### config.mk
export PLATFORM = sky130hd
export DESIGN_NAME = noc_host_scheduler
export DESIGN_NICKNAME = d
export VERILOG_FILES = /design/src/rtl/noc_host_scheduler.sv
export SDC_FILE = /design/constraint.sdc
export NUM_CORES = 1
export LEC_CHECK = 0
export ABC_CLOCK_PERIOD_IN_PS = 5100
export BUFFER_PORTS_ARGS = -buffer_cell sky130_fd_sc_hd__clkbuf_2
export CAP_MARGIN = 20
export CORE_AREA = 2 2 321 323
export CTS_BUF_LIST = sky130_fd_sc_hd__clkbuf_4
export DETAILED_ROUTE_END_ITERATION = 16
export DIE_AREA = 0 0 323 325
export PLACE_DENSITY = 0.31
export SYNTH_ARGS = -nofsm -noshare
export SYNTH_HDL_FRONTEND = slang
export SYNTH_SLANG_ARGS = --single-unit
### constraint.sdc
create_clock -name clk -period 5.1 [get_ports clk]
set_input_delay 0.765 -clock clk [delete_from_list [all_inputs] [get_ports clk]]
set_output_delay 0.765 -clock clk [all_outputs]
set_load 0.03 [all_outputs]
### src/rtl/noc_host_scheduler.sv
// Host-side scheduler for the 3x3 ALU NoC: round-robin arbitration, one packet in flight.
// Optional WAIT-state timeout is enabled by defining NOC_SCHED_TIMEOUT_EN.
module noc_host_scheduler #(
  parameter int NUM_REQ        = 4,
  parameter int TIMEOUT_CYCLES = 64
) (
  input  logic                    clk,
  input  logic                    rst_n,
  input  logic [NUM_REQ-1:0]      req_valid,
  output logic [NUM_REQ-1:0]      req_ready,
  input  logic [64*NUM_REQ-1:0]   req_a,
  input  logic [64*NUM_REQ-1:0]   req_b,
  input  logic [4*NUM_REQ-1:0]    req_mode,
  input  logic [2*NUM_REQ-1:0]    req_dst_x,
  input  logic [2*NUM_REQ-1:0]    req_dst_y,
  output logic [NUM_REQ-1:0]      resp_valid,
  output logic [63:0]             resp_data,
  output logic                    resp_err,
  output logic [63:0]             host_in_a,
  output logic [63:0]             host_in_b,
  output logic [15:0]             host_in_ctrl,
  output logic                    host_in_valid,
  input  logic [63:0]             host_out_a,
  input  logic                    host_out_valid,
  output logic                    busy
);

  localparam int PTR_W = (NUM_REQ > 1) ? $clog2(NUM_REQ) : 1;

  if (NUM_REQ < 2 || NUM_REQ > 8 || TIMEOUT_CYCLES < 1) begin : g_param_check
    $error("noc_host_scheduler: NUM_REQ must be 2..8 and TIMEOUT_CYCLES >= 1");
  end

  // ERR is a one-cycle bubble standing in for INJECT when the destination is off-grid.
  typedef enum logic [2:0] {
    S_IDLE,
    S_INJECT,
    S_WAIT,
    S_ERR,
    S_RESP
  } state_t;

  state_t               state_q, state_d;
  logic [PTR_W-1:0]     rr_ptr_q, rr_ptr_d;
  logic [PTR_W-1:0]     grant_q, grant_d;
  logic [63:0]          host_in_a_q, host_in_a_d;
  logic [63:0]          host_in_b_q, host_in_b_d;
  logic [15:0]          host_in_ctrl_q, host_in_ctrl_d;
  logic                 host_in_valid_q, host_in_valid_d;
  logic [NUM_REQ-1:0]   resp_valid_q, resp_valid_d;
  logic [63:0]          resp_data_q, resp_data_d;
  logic                 resp_err_q, resp_err_d;
  logic                 busy_q, busy_d;

  logic                 win_found;
  logic [PTR_W-1:0]     win_idx;
  logic [PTR_W-1:0]     cand_idx;
  int                   cand;
  logic [NUM_REQ-1:0]   win_onehot;
  logic [NUM_REQ-1:0]   grant_onehot;
  logic [63:0]          win_a;
  logic [63:0]          win_b;
  logic [3:0]           win_mode;
  logic [1:0]           win_dst_x;
  logic [1:0]           win_dst_y;
  logic                 accept;
  logic                 dst_ok;
  logic                 wait_expired;

`ifdef NOC_SCHED_TIMEOUT_EN
  localparam int CNT_W = $clog2(TIMEOUT_CYCLES + 1);
  logic [CNT_W-1:0] wait_cnt_q, wait_cnt_d;

  assign wait_cnt_d   = (state_q == S_WAIT) ? wait_cnt_q + CNT_W'(1) : '0;
  assign wait_expired = (wait_cnt_q == CNT_W'(TIMEOUT_CYCLES - 1));
`else
  assign wait_expired = 1'b0;
`endif

  // Round-robin search starting at rr_ptr, wrapping modulo NUM_REQ.
  always_comb begin
    win_found = 1'b0;
    win_idx   = '0;
    cand      = 0;
    cand_idx  = '0;
    for (int i = 0; i < NUM_REQ; i++) begin
      cand = int'(rr_ptr_q) + i;
      if (cand >= NUM_REQ) cand = cand - NUM_REQ;
      cand_idx = cand[PTR_W-1:0];
      if (!win_found && req_valid[cand_idx]) begin
        win_found = 1'b1;
        win_idx   = cand_idx;
      end
    end
  end

  always_comb begin
    win_onehot   = '0;
    grant_onehot = '0;
    win_a        = '0;
    win_b        = '0;
    win_mode     = '0;
    win_dst_x    = '0;
    win_dst_y    = '0;
    for (int i = 0; i < NUM_REQ; i++) begin
      grant_onehot[i] = (grant_q == PTR_W'(i));
      if (win_idx == PTR_W'(i)) begin
        win_onehot[i] = 1'b1;
        win_a         = req_a[64*i +: 64];
        win_b         = req_b[64*i +: 64];
        win_mode      = req_mode[4*i +: 4];
        win_dst_x     = req_dst_x[2*i +: 2];
        win_dst_y     = req_dst_y[2*i +: 2];
      end
    end
  end

  assign accept    = (state_q == S_IDLE) && win_found;
  assign req_ready = accept ? win_onehot : '0;
  assign dst_ok    = (win_dst_x <= 2'd2) && (win_dst_y <= 2'd2);

  always_comb begin
    state_d         = state_q;
    rr_ptr_d        = rr_ptr_q;
    grant_d         = grant_q;
    host_in_a_d     = '0;
    host_in_b_d     = '0;
    host_in_ctrl_d  = '0;
    host_in_valid_d = 1'b0;
    resp_data_d     = '0;
    resp_err_d      = 1'b0;

    case (state_q)
      S_IDLE: begin
        if (accept) begin
          grant_d = win_idx;
          if (dst_ok) begin
            state_d         = S_INJECT;
            host_in_a_d     = win_a;
            host_in_b_d     = win_b;
            host_in_ctrl_d  = {7'd0, 1'b0, win_dst_x, win_dst_y, win_mode};
            host_in_valid_d = 1'b1;
          end else begin
            state_d = S_ERR;
          end
        end
      end
      // The NoC is combinational, so the reply may already be present while injecting.
      S_INJECT: begin
        if (host_out_valid) begin
          state_d     = S_RESP;
          resp_data_d = host_out_a;
        end else begin
          state_d = S_WAIT;
        end
      end
      S_WAIT: begin
        if (host_out_valid) begin
          state_d     = S_RESP;
          resp_data_d = host_out_a;
        end else if (wait_expired) begin
          state_d    = S_RESP;
          resp_err_d = 1'b1;
        end
      end
      S_ERR: begin
        state_d    = S_RESP;
        resp_err_d = 1'b1;
      end
      S_RESP: begin
        state_d  = S_IDLE;
        rr_ptr_d = (grant_q == PTR_W'(NUM_REQ - 1)) ? '0 : grant_q + PTR_W'(1);
      end
      default: state_d = S_IDLE;
    endcase

    resp_valid_d = (state_d == S_RESP) ? grant_onehot : '0;
    busy_d       = (state_d != S_IDLE);
  end

  always_ff @(posedge clk or negedge rst_n) begin
    if (!rst_n) begin
      state_q         <= S_IDLE;
      rr_ptr_q        <= '0;
      grant_q         <= '0;
      host_in_a_q     <= '0;
      host_in_b_q     <= '0;
      host_in_ctrl_q  <= '0;
      host_in_valid_q <= 1'b0;
      resp_valid_q    <= '0;
      resp_data_q     <= '0;
      resp_err_q      <= 1'b0;
      busy_q          <= 1'b0;
`ifdef NOC_SCHED_TIMEOUT_EN
      wait_cnt_q      <= '0;
`endif
    end else begin
      state_q         <= state_d;
      rr_ptr_q        <= rr_ptr_d;
      grant_q         <= grant_d;
      host_in_a_q     <= host_in_a_d;
      host_in_b_q     <= host_in_b_d;
      host_in_ctrl_q  <= host_in_ctrl_d;
      host_in_valid_q <= host_in_valid_d;
      resp_valid_q    <= resp_valid_d;
      resp_data_q     <= resp_data_d;
      resp_err_q      <= resp_err_d;
      busy_q          <= busy_d;
`ifdef NOC_SCHED_TIMEOUT_EN
      wait_cnt_q      <= wait_cnt_d;
`endif
    end
  end

  assign host_in_a     = host_in_a_q;
  assign host_in_b     = host_in_b_q;
  assign host_in_ctrl  = host_in_ctrl_q;
  assign host_in_valid = host_in_valid_q;
  assign resp_valid    = resp_valid_q;
  assign resp_data     = resp_data_q;
  assign resp_err      = resp_err_q;
  assign busy          = busy_q;

endmodule

==> out/results.ini <==
[grt]
grt_pass1_vias = 13437
antenna_found_initial = 11
grt_overflow = 0
grt_pass1_wl_um = 91350
grt_use_total_pct = 11.85
grt_max_degree = 140

[layout]
fin_cells = 3691
fin_nets = 2880
ff_latch_area_um2 = 5355
syn2layout_area_growth_pct = 65.13
final_util_pct = 17.86
multi_input_area_um2 = 5085
fill_cells = 11754
drive_above_1_share_pct = 41.75
postLayoutCellArea_um2 = 18090

[setup_path]
path_max_fanout = 128
start_kind = flip-flop
critical_path.cell_chain = mux2_4 > nand2_2 > nand3_4 > buf_12 > nor3_1 > clkbuf_2
worstSetupEndpointType = primary output
worstPathRequired_ns = 4.34
critical_path_class = flip-flop to primary output
crit_buf_inv = 2
cp.arrival_ns = 2.97
crit_slowest_cell = dfrtp_1
critical-path-max-stage-delay_ns = 0.54
path_delay_family = simple AND/OR/NAND/NOR gates

[yosys]
synth_area_um2 = 10960
ys_async_sr_fraction_pct = 100.0
ys_types = 41
dominantRegCellSynth = dfrtp_1
synth_seq_cells = 214
ys_warn_count = 0
yosysTopAreaCellShare_pct = 48.87
ys_top_cells_by_area = dfrtp_1 (49%), nand2_1 (18%), nand3_1 (12%)
ys_seq_area_share_pct = 48.87
synthTopCellsByCount = nand2_1 (533), nand3_1 (264), dfrtp_1 (214)
synth_edf_count = 0
yosys.cell_count.top_type = nand2_1
synth_area_leader_cell = dfrtp_1
synth_area_per_cell_um2 = 7.855
netlist_instances = 1395

[sta]
slew_headroom_pct = 34.88
fin_setup_tns_ns = 0
fmax_ghz = 0.2680
whs_ns = 0.1818
finClkSkew_ns = 0.07608
finalHoldViolations = 0
finalCriticalPeriod_ns = 3.732
final-setup-viol-count = 0
finalMaxSlewViolations = 0
max_slew.worst_pin.slew_ns = 0.9768
rsz0062_at_grt = false
fin_crit_sh_pct = 73.17

[placed_design]
portBuffers = 825
dpl_cell_area_um2 = 16510
place_congestion = 0.7995
placed_cells = 3487
post-dp-hpwl_um = 47710

[floorplanning]
initial_core_util_pct = 10.82
dieArea_um2 = 105000
die_w_um = 323
row_count = 117
ios = 834
core_um2 = 101300
dieHeight_um = 325

[power]
peakVddDrop_uv = 230.8
p_leak_nw = 10.25
cellPowerDensity_nw_per_um2 = 505.0

[detailed_routing]
wl_um = 64100
drc = 0
wire_per_inst_um = 17.37
routed_via_density = 3.510
first_pass_iters = 4
vias = 12955
drt_iter0_markers = 416
detail-route-antenna-nets = 0

[clock_network]
clk_path_buf_depth = 3
clkLatencyLatePin_ns = 0.87
clkTransAtPathRegs_ns = 0.06
cts_made_buffers = 76
htree_levels = 3
cts_tree = done
cts_resized = 0
clock-sinks = 214
cts-root-buf = clkbuf_4

[run_status]
status = finished, final reports clean

[min_path]
hp-class = input port to flip-flop

[flow_run]
cap_violations = 0

[power by group]
part | leakage (nW) | switching, W | internal [W]
Sequential | 2.91 | 0.000218 | 0.00223
Combinational | 6.80 | 0.00336 | 0.00139
Clock | 0.537 | 0.000988 | 0.000955
Total | 10.2 | 0.00456 | 0.00458
[path summary, 6_finish.rpt]
path                                         startpoint                 endpoint  slack, ns  cells after the start
worst max-delay path            rr_ptr_q[1]$_DFFE_PN0N_             req_ready[3]       1.37                      6
worst min-delay path                      host_out_a[9]   resp_data[9]$_DFF_PN0_       0.18                      2
worst max register to register  rr_ptr_q[1]$_DFFE_PN0N_  host_in_b[62]$_DFF_PN0_       1.93                      8
worst min register to register     state_q[2]$_DFF_PN0_     state_q[1]$_DFF_PN0_       0.51                      1
max in group asynchronous                         rst_n  host_in_b[29]$_DFF_PN0_       3.66                      3
min in group asynchronous                         rst_n  host_in_a[30]$_DFF_PN0_       0.38                      2
[cell type report]
class	count	share of cell area [%]
antenna	7	0.09681
sequential	214	29.59
clock buffer	105	4.356
multi-input combinational	1060	28.10
tap	1368	9.459
timing repair buffer	902	27.51
inverter	7	0.1452
clock inverter	28	0.7399
[worst reg2reg max path, stage by stage (launching register included)]
cell and delay (ns):
dfrtp_1 0.54, mux2_4 0.34, nand2_2 0.12, and3_4 0.44, o211ai_1 0.19, a31oi_2 0.30, o21a_4 0.19, buf_4 0.54
and3_1 0.40
[layer usage]
| layer | track usage [%] | up-vias | routed length [µm] |
|---|---|---|---|
| met5 | 0 | - | 22 |
| met1 | 12.86 | 6006 | 24080 |
| met2 | 21.00 | 533 | 32510 |
| met3 | 4.582 | 87 | 6020 |
| met4 | 3.701 | 4 | 1473 |
| li1 | - | 6325 | - |
[cells in the final DEF, fill, tap and decap left out, types with 2 or more instances in the layout]
cell type and n:
and3_1 133, clkbuf_4 105, clkinvlp_4 4, nand4_1 2, mux2_2 3, a21oi_1 2, and2_1 68, clkinv_2 3
diode_2 7, conb_1 8, clkinv_1 18, nand2_1 533, buf_12 8, dlygate4sd3_1 64, buf_4 5, o211ai_1 2
nor3_1 7, mux2i_1 6, and3b_1 2, o21ai_0 4, dfrtp_1 214, nand3_1 264, inv_1 7, ha_1 4
nor2_1 3, clkbuf_2 824
[stage by stage]
| stage | setup slack (ns) | power (W) |
|---|---|---|
| final | 1.368 | 0.009138 |
| after global routing | 1.106 | 0.009907 |
| after CTS | 1.192 | 0.009454 |
| after detailed placement | 1.579 | 0.007332 |
| after global placement | 1.580 | 0.007382 |
| after floorplan | 1.864 | 0.005476 |
[cell families after synthesis]
| logic type | share of synthesized area [%] |
|---|---|
| and+or+nand+nor | 43.06 |
| DFF | 48.87 |
| buffers and inverters | 5.298 |
| AOI/OAI and AO/OA | 1.005 |
| muxes | 1.199 |
| adders and majority gates | 0.4567 |
| other | 0.03422 |
| xor gates and xnor gates | 0.07994 |
[state kept, by name, summed over array words and instances, names as in the netlist]
register       cells
state_q            3
host_in_b         64
resp_err           1
host_in_valid      1
busy               1
grant_q            2
rr_ptr_q           2
host_in_a         64
resp_data         64
resp_valid         4
host_in_ctrl       8
[timing repair]
item	4_1_cts	5_1_grt
setup buffers	0	0
endpoints found under the hold margin	92	0
hold buffers	64	0
Power figures use the tool's default switching activity.
